**config.mk**
```make
export PLATFORM = sky130hd
export DESIGN_NAME = tlul_host_adapter
export DESIGN_NICKNAME = d
export VERILOG_FILES = /design/src/rtl/tlul_host_adapter.sv
export SDC_FILE = /design/constraint.sdc
export NUM_CORES = 1
export LEC_CHECK = 0
export BUFFER_PORTS_ARGS = -buffer_cell sky130_fd_sc_hd__buf_2
export CORE_ASPECT_RATIO = 0.75
export CORE_UTILIZATION = 45
export DETAILED_ROUTE_END_ITERATION = 6
export PLACE_DENSITY = 0.83
export RECOVER_POWER = 50
export SLEW_MARGIN = 20
export SYNTH_ARGS = -nofsm -noshare
export SYNTH_HDL_FRONTEND = slang
export SYNTH_SLANG_ARGS = --single-unit
```
**constraint.sdc**
```tcl
create_clock -name clk_i -period 2.4 [get_ports clk_i]
set_input_delay 0.48 -clock clk_i [delete_from_list [all_inputs] [get_ports clk_i]]
set_output_delay 0.48 -clock clk_i [all_outputs]
set_load 0.005 [all_outputs]
```
**src/rtl/tlul_host_adapter.sv**
```systemverilog
// Single-outstanding TL-UL host adapter: turns one simple request into one A beat,
// waits for the matching D beat and reports the result as a one-cycle response pulse.
module tlul_host_adapter #(
  parameter int AW         = 32,
  parameter int DW         = 32,
  parameter int IDW        = 8,
  parameter int TimeoutCyc = 1024
) (
  input  logic              clk_i,
  input  logic              rst_i,
  // simple request/response port
  input  logic              req_valid_i,
  output logic              req_ready_o,
  input  logic              req_we_i,
  input  logic [AW-1:0]     req_addr_i,
  input  logic [DW-1:0]     req_wdata_i,
  input  logic [IDW-1:0]    req_id_i,
  output logic              rsp_valid_o,
  output logic [DW-1:0]     rsp_rdata_o,
  output logic              rsp_err_o,
  output logic [IDW-1:0]    rsp_id_o,
  // TL-UL A channel
  output logic              a_valid_o,
  output logic [2:0]        a_opcode_o,
  output logic [2:0]        a_param_o,
  output logic [1:0]        a_size_o,
  output logic [IDW-1:0]    a_source_o,
  output logic [AW-1:0]     a_address_o,
  output logic [DW/8-1:0]   a_mask_o,
  output logic [DW-1:0]     a_data_o,
  input  logic              a_ready_i,
  // TL-UL D channel
  input  logic              d_valid_i,
  input  logic [2:0]        d_opcode_i,
  input  logic [IDW-1:0]    d_source_i,
  input  logic [DW-1:0]     d_data_i,
  input  logic              d_error_i,
  output logic              d_ready_o,
  // FSM state for observation
  output logic [1:0]        dbg_state_o
);

  // Handshakes: a beat/response moves on a rising edge where valid and ready are both
  // high; valid never waits on ready, and payload is held stable while valid is high.

  typedef enum logic [1:0] {
    ST_IDLE   = 2'd0,
    ST_A_REQ  = 2'd1,
    ST_D_WAIT = 2'd2,
    ST_RESP   = 2'd3
  } state_e;

  localparam int CW = $clog2(TimeoutCyc + 1);
  localparam logic [2:0] OpPutFull   = 3'd0;
  localparam logic [2:0] OpGet       = 3'd4;
  localparam logic [2:0] OpAccessAck = 3'd0;
  localparam logic [2:0] OpAckData   = 3'd1;

  state_e          state_q, state_d;
  logic            we_q;
  logic [AW-1:0]   addr_q;
  logic [DW-1:0]   wdata_q;
  logic [IDW-1:0]  id_q;
  logic [CW-1:0]   cnt_q;
  logic [DW-1:0]   rsp_rdata_q;
  logic            rsp_err_q;
  logic [IDW-1:0]  rsp_id_q;

  logic            timeout;
  logic            d_bad;
  logic [2:0]      exp_d_opcode;

  assign timeout      = (cnt_q == CW'(TimeoutCyc - 1));
  assign exp_d_opcode = we_q ? OpAccessAck : OpAckData;
  assign d_bad        = d_error_i | (d_source_i != id_q) | (d_opcode_i != exp_d_opcode);

  always_comb begin
    state_d = state_q;
    case (state_q)
      ST_IDLE: begin
        if (req_valid_i) state_d = ST_A_REQ;
      end
      ST_A_REQ: begin
        if (a_ready_i)    state_d = ST_D_WAIT;
        else if (timeout) state_d = ST_RESP;
      end
      ST_D_WAIT: begin
        if (d_valid_i || timeout) state_d = ST_RESP;
      end
      ST_RESP: begin
        state_d = ST_IDLE;
      end
      default: state_d = ST_IDLE;
    endcase
  end

  always_ff @(posedge clk_i) begin
    if (rst_i) begin
      state_q     <= ST_IDLE;
      we_q        <= 1'b0;
      addr_q      <= '0;
      wdata_q     <= '0;
      id_q        <= '0;
      cnt_q       <= '0;
      rsp_rdata_q <= '0;
      rsp_err_q   <= 1'b0;
      rsp_id_q    <= '0;
    end else begin
      state_q <= state_d;

      if (state_q == ST_IDLE && req_valid_i) begin
        we_q    <= req_we_i;
        addr_q  <= req_addr_i;
        wdata_q <= req_we_i ? req_wdata_i : '0;
        id_q    <= req_id_i;
      end

      // The counter restarts on every state change, so each wait phase gets its own budget.
      if (state_d != state_q) begin
        cnt_q <= '0;
      end else if (state_q == ST_A_REQ || state_q == ST_D_WAIT) begin
        cnt_q <= cnt_q + CW'(1);
      end

      if (state_q == ST_D_WAIT && d_valid_i) begin
        rsp_rdata_q <= we_q ? '0 : d_data_i;
        rsp_err_q   <= d_bad;
        rsp_id_q    <= id_q;
      end else if ((state_q == ST_A_REQ && !a_ready_i && timeout) ||
                   (state_q == ST_D_WAIT && timeout)) begin
        rsp_rdata_q <= '0;
        rsp_err_q   <= 1'b1;
        rsp_id_q    <= id_q;
      end
    end
  end

  assign req_ready_o = (state_q == ST_IDLE);
  assign d_ready_o   = (state_q == ST_D_WAIT);
  assign rsp_valid_o = (state_q == ST_RESP);
  assign rsp_rdata_o = rsp_rdata_q;
  assign rsp_err_o   = rsp_err_q;
  assign rsp_id_o    = rsp_id_q;
  assign dbg_state_o = state_q;

  // A payload is driven only while the beat is offered, and reads zero otherwise.
  assign a_valid_o   = (state_q == ST_A_REQ);
  assign a_opcode_o  = a_valid_o ? (we_q ? OpPutFull : OpGet) : 3'd0;
  assign a_param_o   = 3'd0;
  assign a_size_o    = a_valid_o ? 2'd2 : 2'd0;
  assign a_source_o  = a_valid_o ? id_q : '0;
  assign a_address_o = a_valid_o ? addr_q : '0;
  assign a_mask_o    = a_valid_o ? '1 : '0;
  assign a_data_o    = a_valid_o ? wdata_q : '0;

endmodule

```
### Yosys cells after proc, flatten, opt, wreduce, memory -nomap -nowiden

Index checks and enable logic that the tools add are counted.

* input port bits: 122
* word-level logic and storage cells: 52
* output and inout port bits: 131
* bits in registers: 127

* bitwise logic cells: 2
* equal/unequal tests: 7
* reductions and logical operators: 12
* muxes and demuxes: 21
* $add $sub $neg: 1

Operators with widths (count)
* $mux 32: 6
* $mux 8: 3
* $add 11x1->11 const B: 1
* $eq 11x10->1 const B: 1
* $mux 2: 5
* $ne 8x8->1: 1
* $pmux 2 s4: 1
* $mux 3: 2
* $logic_and 1x1->1: 5
* $eq 2x2->1 const B: 2
* $mux 4: 1
* $logic_or 1x1->1: 3
* $mux 1: 3
* $ne 3x1->1: 1
* $eq 2x1->1 const B: 1
* $logic_not 2->1: 1
* $ne 2x2->1: 1
* $or 1x1->1: 2
* $reduce_bool 2->1: 1
* $reduce_or 2->1: 1
* $logic_not 1->1: 1

### Depth between registers and ports, before layout

* depth after elaboration: 6
* depth in mapped cells: 7

### Worst setup path after synthesis

Ideal clock, no wire load.

* path type: register to register
* start: reg state_q[0] (netlist: dbg_state_o[0])
* end: reg cnt_q[0]
* clock period less this slack: 2083 ps
* stages on the path, launching flop included: 8
* path slack: 317 ps
* required time: 2266 ps
* buffers on the path: 1
* library setup time: 134 ps
* data arrival time: 1950 ps
* cells stage by stage: dfxtp_1 -> inv_1 -> ha_1 -> or3b_1 -> or4_1 -> o211ai_1 -> buf_2 -> nor4_1

* elaborated cells between the ends (all ways): 12
* those cells by class: eq/ne: 4; mux: 5; reduce/logical: 3

RTL lines
* start: declaration: line 59 `state_e state_q, state_d;`
* start signal: assignment: line 109 `state_q <= state_d;`
* $logic_not 2->1
* named net req_ready_o: line 13 `output logic req_ready_o,`
* $pmux 2 s4: line 79 `case (state_q)`
* $ne 2x2->1: line 119 `if (state_d != state_q) begin`
* $reduce_or 2->1 (no line)
* end signal: assignment: line 122 `cnt_q <= cnt_q + CW'(1);`
* end: declaration: line 64 `logic [CW-1:0] cnt_q;`

The timed path passes the listed nets, and every way through them passes these cells.
A chain may end at the register's enable or synchronous reset.

### Worst setup path in the final report

* start: reg state_q[0] (netlist: dbg_state_o[0])
* end: out a_address_o[16]

* word-level cells in the longest chain between the ends: 2

Ends and longest elaborated chain
* $eq 2x1->1: line 147 `assign a_valid_o = (state_q == ST_A_REQ);`
* $mux 32: line 152 `assign a_address_o = a_valid_o ? addr_q : '0;`
* end: declaration: line 28 `output logic [AW-1:0] a_address_o,`

No other way between the ends.

==> key figures <==
Power
  • Leak: 3.23 nW
  • Net Sw Power: 1.37 mW
  • Total power: 5.59 mW
  • Pwr dens: 779 nW/um^2
  • Int Power: 4.23 mW
  • Switching share of power: 0.244
  • Peak supply drop: 537 uV
  • Reg power frac: 0.403
  • Clock network fraction of total power: 0.484
  • Logic pwr share: 0.113

Run
  • Max-cap violations: 0

Synth
  • Syn Std Cell Area: 5300 um^2
  • Most area-consuming cells after synthesis: dfxtp_1, and2_1, nand2_1
  • Complex-gate fraction of the synthesized area: 0.159
  • Flops & latches, synth: 127
  • Combinational family with the most area after synthesis: simple AND/OR/NAND/NOR gates
  • Top-area cell type share of the netlist area: 0.480
  • Synth unique cells: 38
  • Post-Synth Adder-Cell Area: 0.0118
  • Post-Synth XOR/XNOR Area: 0.0314
  • Post-synthesis cell count: 628
  • Average size of a mapped cell: 8.44 um^2
  • Synth Warn #: 0
  • Biggest area consumer among synthesized cells: dfxtp_1
  • Synth Area in Simple Gates: 0.259
  • Sequential element share of the synthesized area: 0.480
  • Mux cell area share after synthesis: 0.00189

Clock tree
  • Clock root buffer: clkbuf_16
  • Max Root-Sink Buffers: 2
  • Sinks on the clock net: 127
  • Clock slew at reported path FFs: 0.06 ns
  • Post-CTS Hold Fix Bufs: 0
  • CTS tree: yes
  • H-tree Lvls: 4
  • Clock Latency Late Sink: 0.40 ns
  • Total CTS buffers: 17

Worst setup path
  • WP data required: 1.92 ns
  • CP Launch Point: dbg_state_o[0]$_SDFF_PP0_
  • Flop2flop setup slack: 0.18 ns
  • Worst r2r src: dbg_state_o[0]$_SDFF_PP0_
  • FF-to-FF End: cnt_q[3]$_SDFFE_PP0P_
  • Worst EP arrival: 1.75 ns
  • Nature of the critical path endpoint: primary output
  • R2R cell count: 7
  • Crit Path Max Fanout: 39
  • Kind of critical path: flip-flop to primary output
  • CP Launch Type: flip-flop

Global route
  • Total gr overflow: 0
  • Vias in the first global route: 4,608
  • GRT Util Overall: 0.230
  • First-pass GRT wire length: 22.1 mm
  • Initial antenna violation count: 0
  • Largest net degree at the start of global routing: 46

Timing
  • Fin. Hold Viols: 0
  • Actual slew at the worst max-slew pin: 0.594 ns
  • Final worst path period need: 2.23 ns
  • Final Cycle Share: 0.927
  • Hold WS: 0.289 ns
  • # setup viols final: 0
  • Fmax: 449 MHz
  • Unrepaired setup endpoints after global routing: false
  • Max transition margin: 0.604
  • Max-slew violations: 0
  • Final Skew: 0.00885 ns
  • Post-Route Setup TNS: 0 ns

Place
  • DP Area: 6570 um^2
  • RD Place Congestion: 0.843
  • I/O Buffers: 246
  • Dpl cells: 989
  • HPWL Detailed: 10.1 mm

Floorplanning
  • Core Box Area: 11,200 um^2
  • Initial Util: 0.474
  • Core Rows: 33
  • Total die area: 12,200 um^2
  • Num ports: 253
  • Die height: 96.0 um
  • Chip width: 127 um

Final layout
  • # nets final: 979
  • P&R area growth vs syn: 35.5%
  • N_diodes: 0
  • Share of cells above drive strength 1: 0.302
  • Fin cells: 1,022
  • Final instance area: 7180 um^2

Min path
  • Hold depth: 2
  • Hold WC Path Type: primary input to flip-flop
  • Hold Path End: rsp_rdata_o[0]$_SDFFE_PP0P_
  • Hold Startpoint: d_data_i[0]

Route
  • Antenna-violating nets left: 0
  • Final WL: 14.3 mm
  • Remaining DRCs: 0
  • Drt first pass iters: 4
  • DR vias/cell: 5.00
  • Via count: 5,113
  • Initial DRC count: 249
  • Drt wl/cell: 14.0 um

Outcome
  • Status: completed
-- layer usage --
layer  GRT usage  wire [um]
met5           0          0
met4      0.0873        171
met3      0.0639        938
met2       0.383       6770
met1       0.285       6440
-- flip-flops by register name, indices dropped and copies added (netlist names) --
name,cells
addr_q,32
cnt_q,11
dbg_state_o,2
id_q,8
rsp_err_o,1
rsp_id_o,8
rsp_rdata_o,32
wdata_q,32
we_q,1
-- cell type report --
type                    count  area [um^2]
clock buffers              19          443
clock inverters            13          186
fillers                  1013         4010
inverters                   4         15.0
multi-input cells         442         2500
flip-flops and latches    127         2540
well taps                 157          196
repair buffers            260         1300
-- power groups by stage --
stage                     Clock, mW  Sequential, mW  Combinational, mW
after detailed placement          0            2.30              0.627
after global routing           2.85            2.26              0.707
after CTS                      2.75            2.25              0.631
after global placement            0            2.29              0.615
final                          2.71            2.25              0.635
after floorplan                   0            2.28              0.399
-- worst max path at each step --
stage                             endpoint
floorplan            cnt_q[0]$_SDFFE_PP0P_
detailed placement  cnt_q[10]$_SDFFE_PP0P_
finish                     a_address_o[16]
global placement     cnt_q[4]$_SDFFE_PP0P_
global route               a_address_o[16]
CTS                        a_address_o[16]
-- synthesized netlist by cell type --
master / n
a2111oi_4: 1
a22o_1: 32
inv_1: 4
or4_1: 3
xnor2_1: 8
nor4_1: 12
o31ai_1: 1
o21a_1: 1
nand3_1: 42
buf_2: 8
nor2b_1: 2
or3b_1: 1
mux2i_1: 1
conb_1: 1
nor3_1: 11
a311oi_1: 1
ha_1: 5
and2_1: 73
a21oi_1: 84
or2_2: 2
nor2_1: 5
xor2_1: 11
nand2_1: 120
o21ai_0: 9
a211oi_1: 1
nand4_2: 1
nand3_2: 1
nand3b_1: 1
o211ai_1: 1
clkbuf_1: 40
a31oi_1: 1
o31a_4: 1
nand4_1: 2
nand2b_1: 1
a21o_1: 1
buf_6: 1
buf_4: 11
dfxtp_1: 127
-- through the flow --
stage	utilization	setup slack, ns
6_report	0.642	0.174
5_1_grt	0.642	0.0778
3_5_place_dp	0.587	0.145
2_1_floorplan	-	0.317
3_3_place_gp	0.587	0.279
4_1_cts	0.644	0.0165
-- placed cells by master, fill, tap and decap left out, types with 7 or more instances in the layout --
cell type,count
nor3_1,10
dfxtp_1,127
clkbuf_1,41
xor2_1,11
buf_4,7
xnor2_1,8
a22o_1,32
clkbuf_16,17
nor4_1,12
nand3_1,42
nand2_1,119
and2_1,72
buf_2,207
o21ai_0,9
a21oi_1,83
-- what timing repair did --
item                                    CTS  global route
resized for setup                         0             3
buffers inserted                          0             1
endpoints found under the setup margin    0            73
endpoints found under the hold margin     0             0
-- worst max-delay path, cell delays in order, from the launching register on --
cell	delay (ns)
dfxtp_1	0.51
ha_4	0.26
buf_6	0.25
and2_1	0.18
buf_2	0.11
-- cells by family (layout without fill, tap and decap cells) --
kind of cell	count (synthesis)	count (layout)
xor gates and xnor gates	19	19
DFF	127	127
AOI/OAI and AO/OA	134	134
buffers and inverters	64	296
muxes	1	1
adders and majority gates	5	5
and+or+nand+nor	277	277
other	1	6
No activity file was read; power rests on OpenSTA's default activity.
